[config.mk]
export PLATFORM = sky130hd
export DESIGN_NAME = int_ctrl_flat
export DESIGN_NICKNAME = d
export VERILOG_FILES = /design/src/rtl/int_ctrl_pkg.sv /design/src/rtl/int_ctrl_if.sv /design/src/rtl/int_prio_enc.sv /design/src/rtl/int_ctrl.sv /design/src/flat_wrapper.sv
export SDC_FILE = /design/constraint.sdc
export NUM_CORES = 1
export LEC_CHECK = 0
export CAP_MARGIN = 30
export CORE_ASPECT_RATIO = 0.6
export CORE_MARGIN = 2
export CORE_UTILIZATION = 34
export DETAILED_ROUTE_END_ITERATION = 12
export GPL_TIMING_DRIVEN = 1
export PLACE_DENSITY = 0.93
export SYNTH_ARGS = -nofsm -noshare
export SYNTH_HDL_FRONTEND = slang
export SYNTH_SLANG_ARGS = --single-unit
[constraint.sdc]
create_clock -name clk -period 2.6 [get_ports clk]
set_input_delay 0.78 -clock clk [delete_from_list [all_inputs] [get_ports clk]]
set_output_delay 0.78 -clock clk [all_outputs]
set_load 0.01 [all_outputs]
[src/rtl/int_ctrl_pkg.sv]
// Shared constants for the int_ctrl interrupt controller: register offsets,
// bus FSM state encoding and the default "nothing pending" cause code.
package int_ctrl_pkg;

    localparam int unsigned BUS_W = 32;
    localparam int unsigned IDX_W = 5;

    localparam logic [1:0] REG_PENDING = 2'd0;
    localparam logic [1:0] REG_MASK    = 2'd1;
    localparam logic [1:0] REG_CAUSE   = 2'd2;
    localparam logic [1:0] REG_CLAIM   = 2'd3;

    localparam logic [BUS_W-1:0] NO_IRQ_CAUSE_DEFAULT = 32'hFFFF_FFFF;

    typedef enum logic {
        BUS_IDLE = 1'b0,
        BUS_WAIT = 1'b1
    } bus_state_e;

endpackage

[src/rtl/int_ctrl_if.sv]
// Wishbone-style slave bus between the CPU and int_ctrl: strobe, write
// enable, byte address, write/read data and acknowledge.
interface int_ctrl_if;

    logic                          STB;
    logic                          WE;
    logic [int_ctrl_pkg::BUS_W-1:0] ADDR;
    logic [int_ctrl_pkg::BUS_W-1:0] DAT_I;
    logic [int_ctrl_pkg::BUS_W-1:0] DAT_O;
    logic                          ACK;

    modport master (output STB, WE, ADDR, DAT_I, input DAT_O, ACK);
    modport slave  (input STB, WE, ADDR, DAT_I, output DAT_O, ACK);

endinterface

[src/rtl/int_prio_enc.sv]
// Combinational lowest-index priority encoder: index of the lowest set bit
// of vec, with valid low when vec is all zero.
module int_prio_enc
    import int_ctrl_pkg::*;
#(
    parameter int unsigned N_SRC = 6
) (
    input  logic [N_SRC-1:0] vec,
    output logic             valid,
    output logic [IDX_W-1:0] index
);

    // Scan from the top down so the lowest set bit is the last one written.
    always_comb begin
        valid = 1'b0;
        index = '0;
        for (int i = int'(N_SRC) - 1; i >= 0; i--) begin
            if (vec[i]) begin
                valid = 1'b1;
                index = IDX_W'(i);
            end
        end
    end

endmodule

[src/rtl/int_ctrl.sv]
// Interrupt controller: edge-detects peripheral IRQ lines into PENDING, masks
// and priority-encodes them into INT/CAUSE, and exposes PENDING/MASK/CAUSE/CLAIM
// over a Wishbone slave. Define INT_CTRL_SYNC_EN to add a 2-flop input synchroniser.
module int_ctrl
    import int_ctrl_pkg::*;
#(
    parameter int unsigned       N_SRC        = 6,
    parameter logic [BUS_W-1:0]  MASK_RESET   = 32'hFFFF_FFFF,
    parameter logic [BUS_W-1:0]  NO_IRQ_CAUSE = NO_IRQ_CAUSE_DEFAULT
) (
    input  logic              clk,
    input  logic              rst,
    int_ctrl_if.slave         bus,
    input  logic [N_SRC-1:0]  irq_src,
    output logic              INT,
    output logic [BUS_W-1:0]  CAUSE
);

    bus_state_e        state_q;
    bus_state_e        state_d;
    logic              access_c;
    logic              ack_d;
    logic              ack_q;
    logic [BUS_W-1:0]  dat_q;

    logic [N_SRC-1:0]  src_s;
    logic [N_SRC-1:0]  prev_q;
    logic [N_SRC-1:0]  pending_q;
    logic [N_SRC-1:0]  mask_q;
    logic [N_SRC-1:0]  rise_c;
    logic [N_SRC-1:0]  active_c;
    logic [N_SRC-1:0]  clr_c;
    logic [N_SRC-1:0]  claim_bit_c;
    logic              mask_we_c;
    logic [BUS_W-1:0]  rdata_c;

    logic              enc_valid;
    logic [IDX_W-1:0]  enc_index;
    logic              int_q;
    logic [BUS_W-1:0]  cause_q;

    logic              unused_ok;

`ifdef INT_CTRL_SYNC_EN
    logic [N_SRC-1:0] sync1_q;
    logic [N_SRC-1:0] sync2_q;

    always_ff @(posedge clk) begin
        if (rst) begin
            sync1_q <= '0;
            sync2_q <= '0;
        end else begin
            sync1_q <= irq_src;
            sync2_q <= sync1_q;
        end
    end

    assign src_s = sync2_q;
`else
    assign src_s = irq_src;
`endif

    // Bus FSM: state register
    always_ff @(posedge clk) begin
        if (rst) begin
            state_q <= BUS_IDLE;
        end else begin
            state_q <= state_d;
        end
    end

    // Bus FSM: next state
    always_comb begin
        state_d = state_q;
        case (state_q)
            BUS_IDLE: if (bus.STB)  state_d = BUS_WAIT;
            BUS_WAIT: if (!bus.STB) state_d = BUS_IDLE;
            default:                state_d = BUS_IDLE;
        endcase
    end

    // Bus FSM: outputs; the access fires only on the IDLE->WAIT step
    always_comb begin
        access_c = 1'b0;
        ack_d    = ack_q;
        case (state_q)
            BUS_IDLE: begin
                if (bus.STB) begin
                    access_c = 1'b1;
                    ack_d    = 1'b1;
                end
            end
            BUS_WAIT: if (!bus.STB) ack_d = 1'b0;
            default:  ack_d = 1'b0;
        endcase
    end

    assign rise_c      = src_s & ~prev_q;
    assign active_c    = pending_q & mask_q;
    assign claim_bit_c = N_SRC'(1) << cause_q[IDX_W-1:0];

    // Register decode: read data plus write/claim side effects
    always_comb begin
        rdata_c   = '0;
        clr_c     = '0;
        mask_we_c = 1'b0;
        case (bus.ADDR[3:2])
            REG_PENDING: begin
                rdata_c = BUS_W'(pending_q);
                if (bus.WE) clr_c = bus.DAT_I[N_SRC-1:0];
            end
            REG_MASK: begin
                rdata_c   = BUS_W'(mask_q);
                mask_we_c = bus.WE;
            end
            REG_CAUSE: rdata_c = cause_q;
            REG_CLAIM: begin
                rdata_c = cause_q;
                if (!bus.WE && (cause_q != NO_IRQ_CAUSE)) clr_c = claim_bit_c;
            end
        endcase
        if (!access_c) begin
            clr_c     = '0;
            mask_we_c = 1'b0;
        end
    end

    int_prio_enc #(.N_SRC(N_SRC)) u_prio (
        .vec   (active_c),
        .valid (enc_valid),
        .index (enc_index)
    );

    // Pending/mask state and registered bus and CPU outputs; a new edge wins over a clear
    always_ff @(posedge clk) begin
        if (rst) begin
            prev_q    <= '0;
            pending_q <= '0;
            mask_q    <= MASK_RESET[N_SRC-1:0];
            int_q     <= 1'b0;
            cause_q   <= NO_IRQ_CAUSE;
            ack_q     <= 1'b0;
            dat_q     <= '0;
        end else begin
            prev_q    <= src_s;
            pending_q <= (pending_q & ~clr_c) | rise_c;
            if (mask_we_c) mask_q <= bus.DAT_I[N_SRC-1:0];
            int_q     <= enc_valid;
            cause_q   <= enc_valid ? BUS_W'(enc_index) : NO_IRQ_CAUSE;
            ack_q     <= ack_d;
            if (access_c) dat_q <= rdata_c;
        end
    end

    assign bus.ACK   = ack_q;
    assign bus.DAT_O = dat_q;
    assign INT       = int_q;
    assign CAUSE     = cause_q;

    assign unused_ok = ^{bus.ADDR[BUS_W-1:4], bus.ADDR[1:0], bus.DAT_I};

endmodule

[src/flat_wrapper.sv]
// flat-port wrapper written by rule: the top's interface ports become plain ports
module int_ctrl_flat import int_ctrl_pkg::*;
#(
    parameter int unsigned       N_SRC        = 6,
    parameter logic [BUS_W-1:0]  MASK_RESET   = 32'hFFFF_FFFF,
    parameter logic [BUS_W-1:0]  NO_IRQ_CAUSE = NO_IRQ_CAUSE_DEFAULT
)
  (clk, rst, irq_src, INT, CAUSE, bus_STB, bus_WE, bus_ADDR, bus_DAT_I, bus_DAT_O, bus_ACK);
  int_ctrl_if bus_i ();
  input  logic clk;
  input  logic rst;
  input  logic [N_SRC-1:0] irq_src;
  output logic INT;
  output logic [BUS_W-1:0] CAUSE;
  input wire logic [$bits(bus_i.STB)-1:0] bus_STB;
  input wire logic [$bits(bus_i.WE)-1:0] bus_WE;
  input wire logic [$bits(bus_i.ADDR)-1:0] bus_ADDR;
  input wire logic [$bits(bus_i.DAT_I)-1:0] bus_DAT_I;
  output wire logic [$bits(bus_i.DAT_O)-1:0] bus_DAT_O;
  output wire logic [$bits(bus_i.ACK)-1:0] bus_ACK;
  assign bus_i.STB = bus_STB;
  assign bus_i.WE = bus_WE;
  assign bus_i.ADDR = bus_ADDR;
  assign bus_i.DAT_I = bus_DAT_I;
  assign bus_DAT_O = bus_i.DAT_O;
  assign bus_ACK = bus_i.ACK;
  int_ctrl #(.N_SRC(N_SRC), .MASK_RESET(MASK_RESET), .NO_IRQ_CAUSE(NO_IRQ_CAUSE)) u_core (.clk(clk), .rst(rst), .bus(bus_i), .irq_src(irq_src), .INT(INT), .CAUSE(CAUSE));
endmodule
==> results.json, run 1 <==
{
  "via_count": 1508,
  "diodes": 0,
  "grt_pass1_vias": 1283,
  "wire_per_inst_um": 13.21,
  "viasPerCell": 4.727,
  "final_cells": 319,
  "grt_max_degree": 28,
  "rsz0062_at_grt": "no",
  "multi_input_area_um2": 703.2,
  "seq_area_um2": 660.6,
  "drc": 0,
  "seqPwrFrac": 0.444,
  "vdd_drop_max_mv": 0.3435,
  "synth_area_um2": 1829,
  "crit_arrival_ns": 2.55,
  "finClkSkew_ns": 0.007149,
  "cts_hold_buf": 0,
  "synth_edf_count": 0,
  "clk_pin_slew_ns": 0.06,
  "total_leakage_power_nw": 0.9571,
  "whs_ns": 0.4652,
  "r2r_cells": 6,
  "power_density_nw_per_um2": 532.4,
  "drt_pass1_iterations": 4,
  "grt_overflow": 0,
  "pwr-share-clk": 0.282,
  "p_sw_mw": 0.3686,
  "min_path_type": "register to register",
  "worst_pin_slew_ns": 0.4127,
  "fillers": 487,
  "antenna_found_initial": 0,
  "ys_top_cells_by_area": "dfxtp_1 36%, buf_4 21%, nand3_1 4.1%",
  "yosys.area.top_type": "dfxtp_1",
  "path_max_fanout": 5,
  "layout-drive-gt1-share": 0.07510,
  "whs_path_depth": 2,
  "dp_hpwl_um": 3264,
  "cts.htree.levels": 2,
  "start_util": 0.3566,
  "synthArstFlopShare": 0,
  "power.internal_mw": 0.9443,
  "post-cts-setup-buffers": 0,
  "gp_congestion": 0.8931,
  "root_buffer": "clkbuf_8",
  "synth_top_flop_cell": "dfxtp_1",
  "relSlewSlack": 0.7242,
  "drv_cap": 0,
  "drt_iter0_drc": 133,
  "cts_resized": 0,
  "endpoint_kind": "register",
  "synth_cell_types": 36,
  "finalSetupViolations": 0,
  "die_h_um": 60.82,
  "fp-row-count": 20,
  "max_freq_mhz": 423.4,
  "fin_crit_sh": 0.9085,
  "cts.sinks": 33,
  "routed_wl_um": 4214,
  "synth_seq_area_share": 0.3611,
  "setup_ws_ns": 0.2379,
  "die_x_um": 98.70,
  "combPwrFrac": 0.274,
  "area_delta_synth_final_pct": 34.82,
  "post-route-util": 0.4807,
  "slew_violations": 0,
  "grt_usage": 0.1378,
  "swShare": 0.2808,
  "synth.most_common_cell": "buf_4",
  "required_ns": 2.78,
  "path_class": "input port to register",
  "core_area_um2": 5130,
  "cts_tree": "done",
  "final_hold_viol_count": 0,
  "synth_top_area_frac": 0.3611,
  "stdcell_area_um2": 2466,
  "grt_first_pass_wirelength_um": 6265,
  "cp-start-kind": "input port",
  "finalSetupTns_ns": 0,
  "synthTopCellsByCount": "52 x buf_4, 33 x dfxtp_1, 19 x nand2_1",
  "io_buffers": 83,
  "placed_area_um2": 2386,
  "die_area_um2": 6002,
  "p_total_mw": 1.313,
  "finalCriticalPeriod_ns": 2.362,
  "synth_warnings": 0,
  "synth_cells": 212,
  "place_ws_ns": -0.05947,
  "synth_fp_nets": 291,
  "io_pins": 140,
  "ys_seq_elements": 33,
  "dp.cells": 311,
  "postSynthAreaPerCell_um2": 8.629,
  "clkLatencyLatePin_ns": 0.29,
  "nets": 331,
  "ant_nets": 0,
  "status": "finished clean",
  "cts_made_buffers": 5,
  "clockBufferDepth": 2
}
-- critical path: stages --
cell and delay, ns:
clkdlybuf4s50_1 0.48, inv_1 0.06, ha_1 0.33, nand2b_2 0.24, nor3b_2 0.23, a41oi_1 0.14, a32o_1 0.27
-- registers in the layout (all words and copies together), names as in the netlist --
signal,flops
u_core.pending_q,6
u_core.mask_q,6
u_core.bus.ACK,1
u_core.INT,1
u_core.state_q,1
u_core.bus.DAT_O,7
u_core.prev_q,6
u_core.CAUSE,5
-- cell usage in the layout, fill, tap and decap left out, types with 4 or more instances in the layout --
master           count
buf_4                8
nor2_1               5
ha_1                 5
a32o_1               5
clkdlybuf4s50_1     83
nand2_1             19
clkbuf_8             5
inv_1               12
a22oi_1              4
dfxtp_1             33
nand3_1             15
a21oi_1             12
a221o_1              4
nand2b_1             7
nor2b_1             10
-- path summary, 6_finish.rpt --
check,start,end,slack [ns]
max,bus_ADDR[2],u_core.pending_q[3]$_SDFF_PP0_,0.24
min,u_core.bus.DAT_O[5]$_SDFFE_PP0P_,u_core.bus.DAT_O[5]$_SDFFE_PP0P_,0.47
max reg2reg,u_core.state_q$_SDFF_PP0_,u_core.pending_q[3]$_SDFF_PP0_,1.16
min reg2reg,u_core.bus.DAT_O[5]$_SDFFE_PP0P_,u_core.bus.DAT_O[5]$_SDFFE_PP0P_,0.47
-- cells by family (layout without fill, tap and decap cells) --
family / Yosys count / after routing / synth area share
buffers and inverters: 71 / 112 / 0.2544
AND/OR/NAND/NOR: 68 / 68 / 0.2038
AO/OA/AOI/OAI: 34 / 34 / 0.1409
flip-flops: 33 / 33 / 0.3611
adder cells (fa/ha/maj): 5 / 5 / 0.03420
multiplexers: 1 / 1 / 0.005472
-- per-layer routing --
metal	vias to the layer above	part of all wire	track usage
li1	748	-	-
met1	665	0.47	0.1882
met2	87	0.40	0.2031
met3	8	0.11	0.03802
met4	0	0.013	0.06849
met5	-	0	0
-- power by group through the flow --
stage | logic, mW | clock network [mW] | registers (mW)
after global placement | 0.354 | 0 | 0.592
final | 0.359 | 0.370 | 0.583
after floorplan | 0.211 | 0 | 0.601
after CTS | 0.363 | 0.377 | 0.582
after detailed placement | 0.362 | 0 | 0.593
after global routing | 0.387 | 0.402 | 0.587
-- area by class of cell --
class                      count  area share
tap                           66     0.03349
inverter                      13     0.01979
timing repair buffer          91      0.3612
clock buffer                   8     0.03247
sequential                    33      0.2679
multi-input combinational    108      0.2851
No activity file was read; power rests on OpenSTA's default activity.
==> run 2, diff against run 1 <==
--- a/config.mk
+++ b/config.mk
@@ -7,7 +7,7 @@
 export LEC_CHECK = 0
 export CAP_MARGIN = 30
 export CORE_ASPECT_RATIO = 0.6
-export CORE_MARGIN = 2
+export CORE_MARGIN = 3
 export CORE_UTILIZATION = 34
 export DETAILED_ROUTE_END_ITERATION = 12
 export GPL_TIMING_DRIVEN = 1
==> results.json, run 2 (synthesis results as in run 1) <==
{
  "p_total_mw": 1.316,
  "seqPwrFrac": 0.444,
  "grt_usage": 0.1364,
  "drt_iter0_drc": 143,
  "dp.cells": 309,
  "total_leakage_power_nw": 0.9670,
  "core_area_um2": 4873,
  "grt_max_degree": 28,
  "stdcell_area_um2": 2472,
  "path_max_fanout": 5,
  "power_density_nw_per_um2": 532.4,
  "combPwrFrac": 0.275,
  "cpMaxStageDelayCell": "clkdlybuf4s50_1",
  "cts_resized": 0,
  "grt_overflow": 0,
  "gp_congestion": 0.9439,
  "finClkSkew_ns": 0.005740,
  "cts.sinks": 33,
  "slew_violations": 0,
  "pwr-share-clk": 0.280,
  "fp-row-count": 19,
  "path_class": "input port to register",
  "die_h_um": 62.82,
  "finalSetupTns_ns": 0,
  "io_pins": 140,
  "final_cells": 317,
  "finalSetupViolations": 0,
  "start_util": 0.3754,
  "clockBufferDepth": 2,
  "vdd_drop_max_mv": 0.3203,
  "viasPerCell": 4.820,
  "r2r_start": "u_core.state_q$_SDFF_PP0_",
  "crit_arrival_ns": 2.58,
  "io_buffers": 83,
  "whs_path_depth": 2,
  "holdPathEnd": "u_core.bus.DAT_O[5]$_SDFFE_PP0P_",
  "rsz0062_at_grt": "no",
  "cts.htree.levels": 2,
  "final_common_cell": "clkdlybuf4s50_1",
  "die_area_um2": 6325,
  "critPathMaxStageDelay_ns": 0.49,
  "cts_made_buffers": 5,
  "reg2reg_slack_ns": 1.13,
  "antenna_found_initial": 0,
  "cts_tree": "done",
  "dp_hpwl_um": 3450,
  "worst_pin_slew_ns": 0.4414,
  "clk_pin_slew_ns": 0.07,
  "final_hold_viol_count": 0,
  "cts_hold_buf": 0,
  "required_ns": 2.78,
  "swShare": 0.2853,
  "fin_crit_sh": 0.9220,
  "post-cts-setup-buffers": 0,
  "status": "finished clean",
  "clkLatencyLatePin_ns": 0.28,
  "diodes": 0,
  "placed_area_um2": 2390,
  "via_count": 1528,
  "path_cells": "clkdlybuf4s50_1 -> inv_1 -> ha_1 -> nand2b_2 -> o41a_1 -> a32o_1",
  "area_delta_synth_final_pct": 35.16,
  "final_cell_mix": "83 x clkdlybuf4s50_1, 33 x dfxtp_1, 19 x nand2_1, 15 x nand3_1",
  "drt_pass1_iterations": 4,
  "drc": 0,
  "r2r_cells": 5,
  "grt_pass1_vias": 1271,
  "ant_nets": 0,
  "min_path_type": "register to register",
  "wire_per_inst_um": 13.84,
  "endpoint_kind": "register",
  "power.internal_mw": 0.9408,
  "die_x_um": 100.7,
  "drv_cap": 0,
  "nets": 332,
  "largest_register_ff_count": 7,
  "hold_start": "u_core.bus.DAT_O[5]$_SDFFE_PP0P_",
  "r2r_end": "u_core.pending_q[2]$_SDFF_PP0_",
  "critPathTopFamily": "compound AO/OA/AOI/OAI gates",
  "cp_num_buf_inv": 2,
  "p_sw_mw": 0.3756,
  "grt_first_pass_wirelength_um": 6665,
  "max_freq_mhz": 417.2,
  "layout-drive-gt1-share": 0.08661,
  "finalCriticalPeriod_ns": 2.397,
  "routed_wl_um": 4387,
  "relSlewSlack": 0.7049,
  "cp-start-kind": "input port",
  "root_buffer": "clkbuf_8"
}
==> run 2: how the worst max path moves through the flow <==
stage                           start                             end  slack [ns]  depth (start not counted)
final                     bus_ADDR[2]  u_core.pending_q[2]$_SDFF_PP0_        0.20                          6
after global routing      bus_ADDR[2]  u_core.pending_q[3]$_SDFF_PP0_        0.17                          7
after CTS                 bus_ADDR[2]  u_core.pending_q[2]$_SDFF_PP0_        0.21                          6
after detailed placement  bus_ADDR[2]  u_core.pending_q[3]$_SDFF_PP0_       -0.07                          7
after global placement    bus_ADDR[2]  u_core.pending_q[3]$_SDFF_PP0_       -0.05                          7
after floorplan           bus_ADDR[2]  u_core.pending_q[2]$_SDFF_PP0_        0.58                          5
==> run 2: metal layers <==
layer	wire (um)	share of wire	track usage	vias to the layer above
li1	-	-	-	749
met1	1882	0.43	0.1847	680
met2	1892	0.43	0.1975	91
met3	583	0.13	0.06243	8
met4	28	0.0064	0.02857	0
met5	0	0	0	-
==> run 2: worst reg2reg max path, stage by stage (launching register included) <==
cell and delay (ns):
dfxtp_1 0.31, inv_1 0.05, ha_1 0.21, nand2b_2 0.13
o41a_1 0.40, a32o_1 0.26
==> run 2: power by group through the flow <==
stage,registers [mW],logic (mW),clock network (mW)
after CTS,0.583,0.366,0.381
after floorplan,0.601,0.211,0
after global placement,0.592,0.358,0
after global routing,0.589,0.390,0.407
final,0.585,0.363,0.369
after detailed placement,0.594,0.364,0
==> run 2: final cells by class <==
type                    instances  area [um2]
clock buffers                   6       72.57
clock inverters                 2       10.01
inverters                      13       48.80
repair buffers                 92       898.4
multi-input cells             108       703.2
fillers                       449        2401
well taps                      63       78.83
flip-flops and latches         33       660.6
==> run 2: metrics by stage <==
step,worst slack (ns),util,hold WS [ns]
after global routing,0.1670,0.5073,0.4940
after floorplan,0.5768,-,0.4456
final,0.2029,0.5073,0.4729
after global placement,-0.05178,0.4904,0.4473
after CTS,0.2111,0.5073,0.4751
after detailed placement,-0.07421,0.4904,0.4593
==> run 3, diff against run 2 <==
--- a/config.mk
+++ b/config.mk
@@ -5,13 +5,15 @@
 export SDC_FILE = /design/constraint.sdc
 export NUM_CORES = 1
 export LEC_CHECK = 0
+export ABC_AREA = 1
 export CAP_MARGIN = 30
 export CORE_ASPECT_RATIO = 0.6
 export CORE_MARGIN = 3
-export CORE_UTILIZATION = 34
+export CORE_UTILIZATION = 35
 export DETAILED_ROUTE_END_ITERATION = 12
 export GPL_TIMING_DRIVEN = 1
-export PLACE_DENSITY = 0.93
+export PLACE_DENSITY = 0.8
+export REMOVE_ABC_BUFFERS = 1
 export SYNTH_ARGS = -nofsm -noshare
 export SYNTH_HDL_FRONTEND = slang
 export SYNTH_SLANG_ARGS = --single-unit
==> results.json, run 3 <==
{
  "cpMaxStageDelayCell": "clkdlybuf4s50_1",
  "die_x_um": 102.1,
  "p_total_mw": 1.489,
  "reg2reg_slack_ns": 1.15,
  "path_max_fanout": 27,
  "ys_top_cells_by_area": "dfxtp_1 34%, buf_4 21%, nand2_1 16%",
  "viasPerCell": 4.426,
  "dp.cells": 379,
  "required_ns": 1.82,
  "synthArstFlopShare": 0,
  "pwr-share-clk": 0.334,
  "synth_edf_count": 0,
  "crit_arrival_ns": 1.52,
  "fin_crit_sh": 0.8859,
  "swShare": 0.2770,
  "p_sw_mw": 0.4124,
  "postSynthAreaPerCell_um2": 6.857,
  "seqPwrFrac": 0.388,
  "status": "finished clean",
  "die_h_um": 63.68,
  "synth.most_common_cell": "nand2_1",
  "core_area_um2": 5205,
  "min_path_type": "register to register",
  "seq_area_um2": 660.6,
  "synth_compound_area_frac": 0.08704,
  "cp-start-kind": "register",
  "combPwrFrac": 0.278,
  "cts_made_buffers": 5,
  "endpoint_kind": "output pin",
  "area_delta_synth_final_pct": 32.62,
  "power.internal_mw": 1.076,
  "synthMuxAreaShare": 0,
  "drt_iter0_drc": 141,
  "ant_nets": 0,
  "nets": 399,
  "synth_top_area_frac": 0.3404,
  "fp-row-count": 20,
  "synth_area_um2": 1941,
  "grt_first_pass_wirelength_um": 7610,
  "final_cell_mix": "84 x nand2_1, 83 x clkdlybuf4s50_1, 33 x dfxtp_1, 30 x inv_1, 22 x nor2_1",
  "path_class": "register to output pin",
  "vdd_drop_max_mv": 0.3030,
  "relSlewSlack": 0.7568,
  "cts.sinks": 33,
  "synthTopCellsByCount": "84 x nand2_1, 54 x buf_4, 33 x dfxtp_1",
  "wire_per_inst_um": 11.97,
  "via_count": 1713,
  "cts.htree.levels": 2,
  "whs_ns": 0.4549,
  "yosys.area_share.simple": 0.2527,
  "io_buffers": 83,
  "routed_wl_um": 4634,
  "fillers": 512,
  "yosys.area.top_type": "dfxtp_1",
  "synth_warnings": 0,
  "rsz0062_at_grt": "no",
  "layout-drive-gt1-share": 0.06542,
  "clk_pin_slew_ns": 0.07,
  "finalCriticalPeriod_ns": 2.303,
  "multi_input_area_um2": 721.9,
  "io_pins": 140,
  "start_util": 0.3728,
  "max_freq_mhz": 434.1,
  "cts_tree": "done",
  "worst_pin_slew_ns": 0.3635,
  "post-cts-setup-buffers": 0,
  "largest_register_ff_count": 7,
  "grt_overflow": 0,
  "critPathMaxStageDelay_ns": 0.60,
  "cts_resized": 0,
  "power_density_nw_per_um2": 578.5,
  "synth_top_flop_cell": "dfxtp_1",
  "drc": 0,
  "finClkSkew_ns": 0.009509,
  "final_hold_viol_count": 0,
  "drv_cap": 0,
  "synth_seq_area_share": 0.3404,
  "dp_hpwl_um": 3717,
  "cts_hold_buf": 0,
  "total_leakage_power_nw": 1.210,
  "diodes": 0,
  "drt_pass1_iterations": 4,
  "place_ws_ns": 0.2257,
  "grt_pass1_vias": 1588,
  "clockBufferDepth": 2,
  "final_common_cell": "nand2_1",
  "finalSetupViolations": 0,
  "slew_violations": 0,
  "setup_ws_ns": 0.2966,
  "antenna_found_initial": 0,
  "path_cells": "buf_4 -> clkdlybuf4s50_1",
  "final_cells": 387,
  "die_area_um2": 6504,
  "synth_fa_ha_area_frac": 0.03224,
  "grt_usage": 0.1486,
  "root_buffer": "clkbuf_8",
  "ys_seq_elements": 33,
  "synth_cell_types": 19,
  "grt_max_degree": 28,
  "gp_congestion": 0.8993,
  "synth_cells": 283,
  "synth_xor_xnor_area_share": 0,
  "synth_top_family_by_area": "buffers and inverters",
  "clkLatencyLatePin_ns": 0.28
}
## run 3: changes by cell type after synthesis, sizes merged, moves of 3 or more
cell / change
nand2: +65
o21ai: +15
a22oi: -4
a221o: -4
nor2b: -10
nor2: +19
clkbuf: -3
a32o: -5
inv: +23
nand3: -3
nand2b: -8
## run 3: final timing paths
| check | depth (start not counted) | endpoint | start |
|---|---|---|---|
| max | 2 | CAUSE[18] | u_core.CAUSE[30]$_SDFF_PP1_ |
| min | 3 | u_core.pending_q[0]$_SDFF_PP0_ | u_core.prev_q[0]$_SDFF_PP0_ |
| max reg2reg | 7 | u_core.pending_q[4]$_SDFF_PP0_ | u_core.state_q$_SDFF_PP0_ |
| min reg2reg | 3 | u_core.pending_q[0]$_SDFF_PP0_ | u_core.prev_q[0]$_SDFF_PP0_ |
## run 3: cell type report
cell class | instances | share of cell area
clock buffer | 7 | 0.03354
timing repair buffer | 87 | 0.3345
clock inverter | 1 | 0.01167
inverter | 35 | 0.05105
sequential | 33 | 0.2567
tap | 66 | 0.03209
multi-input combinational | 158 | 0.2805
## run 3: kinds of logic after synthesis
logic type               Yosys count
adder cells (fa/ha/maj)            5
buffers and inverters             92
AO/OA/AOI/OAI                     32
flip-flops                        33
AND/OR/NAND/NOR                  121
## run 3: through the flow
| stage | TNS, ns | cell area (um2) | util |
|---|---|---|---|
| after global routing | 0 | 2574 | 0.4945 |
| after CTS | 0 | 2574 | 0.4945 |
| after floorplan | -10.24 | 1514 | - |
| after global placement | 0 | 2457 | 0.4721 |
| final | 0 | 2574 | 0.4945 |
| after detailed placement | 0 | 2457 | 0.4721 |
## run 3: routing by layer
layer | up-vias | GRT usage | wire, um
met5 | - | 0 | 0
met4 | 0 | 0.02946 | 22
met3 | 4 | 0.05310 | 584
met2 | 98 | 0.2160 | 1874
met1 | 729 | 0.2109 | 2152
li1 | 882 | - | -
## run 3: critical path: cells and delay by family, from the launching register on
kind,cells,cell delay (ns)
buffers and inverters,2,0.87
DFF,1,0.37
## run 3: power groups by stage
stage	Combinational (mW)	Sequential, mW	Clock [mW]
after floorplan	0.111	0.640	0
after global placement	0.409	0.587	0
after detailed placement	0.416	0.588	0
after CTS	0.418	0.576	0.510
after global routing	0.454	0.582	0.534
final	0.414	0.577	0.497
